**config.mk**
```make
export PLATFORM = sky130hd
export DESIGN_NAME = multiplier_4bit_by_2bit_seq
export DESIGN_NICKNAME = d
export VERILOG_FILES = /design/src/rtl/multiplier_4bit_by_2bit_seq.sv
export SDC_FILE = /design/constraint.sdc
export NUM_CORES = 1
export LEC_CHECK = 0
export ABC_CLOCK_PERIOD_IN_PS = 2100
export CAP_MARGIN = 5
export CORE_ASPECT_RATIO = 0.6
export CORE_MARGIN = 8
export CORE_UTILIZATION = 48
export DETAILED_ROUTE_END_ITERATION = 8
export HOLD_SLACK_MARGIN = 0.15
export PLACE_DENSITY = 0.86
export SKIP_CTS_REPAIR_TIMING = 1
export SYNTH_ARGS = -nofsm -noshare
export SYNTH_HDL_FRONTEND = slang
export SYNTH_SLANG_ARGS = --single-unit
```
**constraint.sdc**
```tcl
create_clock -name clk -period 2.1 [get_ports clk]
set_input_delay 0.42 -clock clk [delete_from_list [all_inputs] [get_ports clk]]
set_output_delay 0.42 -clock clk [all_outputs]
set_load 0.03 [all_outputs]
```
**src/rtl/multiplier_4bit_by_2bit_seq.sv**
```systemverilog
// Sequential shift-and-add multiply-accumulate: result = quotient * divisor + remainder.
// Inverse of the 4-bit by 2-bit divider; one multiplier bit per cycle, LSB first.
module multiplier_4bit_by_2bit_seq #(
  parameter int unsigned QW = 4,
  parameter int unsigned DW = 2
) (
  input  logic             clk,
  input  logic             rst_n,
  input  logic             in_valid,
  output logic             in_ready,
  input  logic [QW-1:0]    quotient,
  input  logic [DW-1:0]    divisor,
  input  logic [DW-1:0]    remainder,
  output logic             out_valid,
  input  logic             out_ready,
  output logic [QW+DW-1:0] result,
  output logic             rem_err
);

  localparam int unsigned AW = QW + DW;
  localparam int unsigned CW = $clog2(DW + 1);

  typedef enum logic [1:0] {StIdle, StCalc, StDone} state_e;

  state_e          state_q;
  logic [QW-1:0]   quotient_q;
  logic [DW-1:0]   divisor_q;
  logic [AW-1:0]   acc_q;
  logic [AW-1:0]   acc_d;
  logic [AW-1:0]   result_q;
  logic [CW-1:0]   cnt_q;
  logic            rem_err_q;
  logic            rem_err_out_q;
  logic            out_valid_q;
  logic [DW-1:0]   div_shift;

  // Partial product for the current multiplier bit, added onto the accumulator.
  always_comb begin
    div_shift = divisor_q >> cnt_q;
    acc_d     = acc_q;
    if (div_shift[0]) begin
      acc_d = acc_q + ({{DW{1'b0}}, quotient_q} << cnt_q);
    end
  end

  always_ff @(posedge clk or negedge rst_n) begin
    if (!rst_n) begin
      state_q       <= StIdle;
      quotient_q    <= '0;
      divisor_q     <= '0;
      acc_q         <= '0;
      cnt_q         <= '0;
      rem_err_q     <= 1'b0;
      rem_err_out_q <= 1'b0;
      result_q      <= '0;
      out_valid_q   <= 1'b0;
    end else begin
      unique case (state_q)
        StIdle: begin
          if (in_valid) begin
            quotient_q <= quotient;
            divisor_q  <= divisor;
            acc_q      <= {{QW{1'b0}}, remainder};
            rem_err_q  <= (remainder >= divisor);
            cnt_q      <= '0;
            state_q    <= StCalc;
          end
        end
        StCalc: begin
          acc_q <= acc_d;
          cnt_q <= cnt_q + 1'b1;
          if (cnt_q == CW'(DW - 1)) begin
            result_q      <= acc_d;
            rem_err_out_q <= rem_err_q;
            out_valid_q   <= 1'b1;
            state_q       <= StDone;
          end
        end
        StDone: begin
          if (out_ready) begin
            out_valid_q <= 1'b0;
            state_q     <= StIdle;
          end
        end
        default: begin
          out_valid_q <= 1'b0;
          state_q     <= StIdle;
        end
      endcase
    end
  end

  assign in_ready  = (state_q == StIdle);
  assign out_valid = out_valid_q;
  assign result    = result_q;
  assign rem_err   = rem_err_out_q;

endmodule
```
==> impl_metrics.ini, run 1 <==
[clock_network]
cts_tree = yes
clkSinkCount = 25
insertion_delay_ps = 270
clock_path_buffers = 2
clkTransAtPathRegs_ps = 90
cts_root_buffer = clkbuf_8
htree_levels = 1
cts_buffers = 3

[die]
ioPinCount = 21
core_sq_um = 2815
chipHeight_um = 57.84
die_area_sq_um = 4958
dieWidth_um = 85.73
initial_core_util = 0.4973
num_rows = 15

[setup_path]
startpoint_type = flip-flop
cp.required_ps = 2270
worstReg2RegStart = cnt_q[1]$_DFFE_PN0P_
critPathLaunch = cnt_q[1]$_DFFE_PN0P_
arrival_ps = 2340
setup.worst_path.end_class = flip-flop
ff2ff_setup_slack_ps = -70
path_class = reg2reg
worst-path-max-fanout = 4

[timing]
drv_slew = 0
period_share = 1.032
hold_ws_ps = 485.6
hold_viol = 0
max_freq_mhz = 461.3
setup_viol = 4
relSlewSlack = 0.6813
clock-skew-final_ps = 2.583
worstMarginPinSlew_ps = 476.2
setup_ws_ps = -67.80
rsz0062_at_grt = true
final.min_clock_period_ps = 2168

[synth]
synth_mux_area_frac = 0.05898
synth.net_count = 172
synth_top_family_by_area = compound AO/OA/AOI/OAI gates
synth.avg_cell_area_sq_um = 9.272
synth_warnings = 0
yosys.area.top_type_share = 0.4468
synth-seq-cells = 25
synth_area_sq_um = 1400
synth_top_area_cell = dfrtp_1
synth_edf_count = 0
synthXorXnorAreaFrac = 0.01877
yosysSeqAreaShare = 0.4468
yosys.area_share.simple = 0.1671
ys_types = 39
synthArstFlopShare = 1.000
synth_ff_type = dfrtp_1
synth_compound_area_frac = 0.1769
synth_cells = 151
synth_fa_ha_area_frac = 0.08579
synthTopCellsByArea = dfrtp_1 45%, nand2_1 7.8%, ha_1 7.1%

[global_routing]
track_usage = 0.1417
grt_overflow = 0
grt_pass1_wl_mm = 5.568
grt_max_degree = 26
grt_pass1_vias = 1224
antenna_found_initial = 0

[finish]
layout_commonest_cell = nand2_1
diodes = 0
nets = 201
layout-drive-gt1-share = 0.1788
fin_cells = 213
fin_area_sq_um = 1803
area_delta_synth_final_pct = 28.78
mostFrequentLayoutCells = 29 x nand2_1, 23 x dfrtp_1, 19 x clkdlybuf4s50_1

[drt]
wl_per_cell_um = 16.46
drtIter0Drc = 102
totalWireLength_mm = 3.505
drt_first_pass_iters = 4
drc_errors = 0
ant_nets = 0
vias = 1177
viasPerCell = 5.526

[pwr]
vdd_drop_max_uv = 594.2
p_total_mw = 2.982
p_leak_nw = 0.8296
p_per_area_nw_per_um2 = 1654

[placed_design]
place_congestion = 0.8736
placed_cell_area_sq_um = 1670
dp_cells = 206
port_buffers = 20
dpl.hpwl_mm = 2.609

[outcome]
violations = setup timing
status = finished, violations left

[flow_run]
drv_cap = 0

[hold_path]
hold_path.startpoint = result[2]$_DFFE_PN0P_
hold_class = reg2reg
cell families after synthesis:
| kind of cell | after synthesis |
|---|---|
| xor gates and xnor gates | 3 |
| adders and majority gates | 9 |
| muxes | 8 |
| and+or+nand+nor | 52 |
| DFF | 25 |
| AOI/OAI and AO/OA | 40 |
| buffers and inverters | 14 |
state kept, by name (all words and copies together) (netlist names):
| register | count |
|---|---|
| out_valid | 1 |
| divisor_q | 2 |
| cnt_q | 2 |
| acc_q | 6 |
| state_q | 2 |
| rem_err_q | 1 |
| rem_err | 1 |
| quotient_q | 4 |
| result | 6 |
final timing paths:
| path | end | cells after the start |
|---|---|---|
| max in group asynchronous | cnt_q[1]$_DFFE_PN0P_ | 2 |
| min reg2reg | result[2]$_DFFE_PN0P_ | 2 |
| max | acc_q[5]$_DFFE_PN0P_ | 9 |
| min in group asynchronous | rem_err_q$_DFFE_PN0P_ | 2 |
| max reg2reg | acc_q[5]$_DFFE_PN0P_ | 9 |
| min | result[2]$_DFFE_PN0P_ | 2 |
through the flow:
step | util | worst slack, ps | setup TNS [ps]
finish | 0.6404 | -67.80 | -193.9
global route | 0.6404 | -218.0 | -619.3
floorplan | - | 9.003 | 0
global placement | 0.5933 | 3.754 | 0
CTS | 0.6098 | -193.4 | -438.2
detailed placement | 0.5933 | -150.6 | -257.0
where the power goes:
group	internal, mW	switching [mW]
clock network	0.133	0.156
registers	0.689	0.175
logic	0.834	0.995
total	1.66	1.33
worst max-delay path, stage by stage, from the launching register on:
cell and delay, ps:
dfrtp_2 420, mux2i_2 240, o22ai_1 110, ha_1 300
buf_6 130, o21ai_2 160, o21bai_1 110, a21oi_1 190
xnor2_1 120, o31ai_1 280
metal layers:
metal	global-route usage	routed length (um)
met4	0.03218	18
met3	0.04366	307
met2	0.2385	1640
met5	0	0
met1	0.1741	1539
layout make-up:
cell class	count	area [sq um]
repair buffers	31	289.0
inverters	7	26.28
clock buffers	3	41.29
fillers	227	1012
clock inverters	1	5.005
flip-flops and latches	25	628.1
multi-input cells	112	770.7
well taps	34	42.54
Yosys cell counts (3+ instances only):
cell type  count
a21oi_1        9
clkbuf_1       3
dfrtp_1       25
ha_1           8
inv_1          7
mux2i_1        6
nand2_1       29
nand2b_1       3
nand3_1        3
nor2_1         7
o21ai_0       15
xnor2_1        3
Power figures use the tool's default switching activity.
==> inputs of run 2 (changes only) <==
--- a/config.mk
+++ b/config.mk
@@ -6,7 +6,6 @@
 export NUM_CORES = 1
 export LEC_CHECK = 0
 export ABC_CLOCK_PERIOD_IN_PS = 2100
-export CAP_MARGIN = 5
 export CORE_ASPECT_RATIO = 0.6
 export CORE_MARGIN = 8
 export CORE_UTILIZATION = 48
==> results of run 2 <==
Final layout, timing and power as in run 1 (identical DEF).
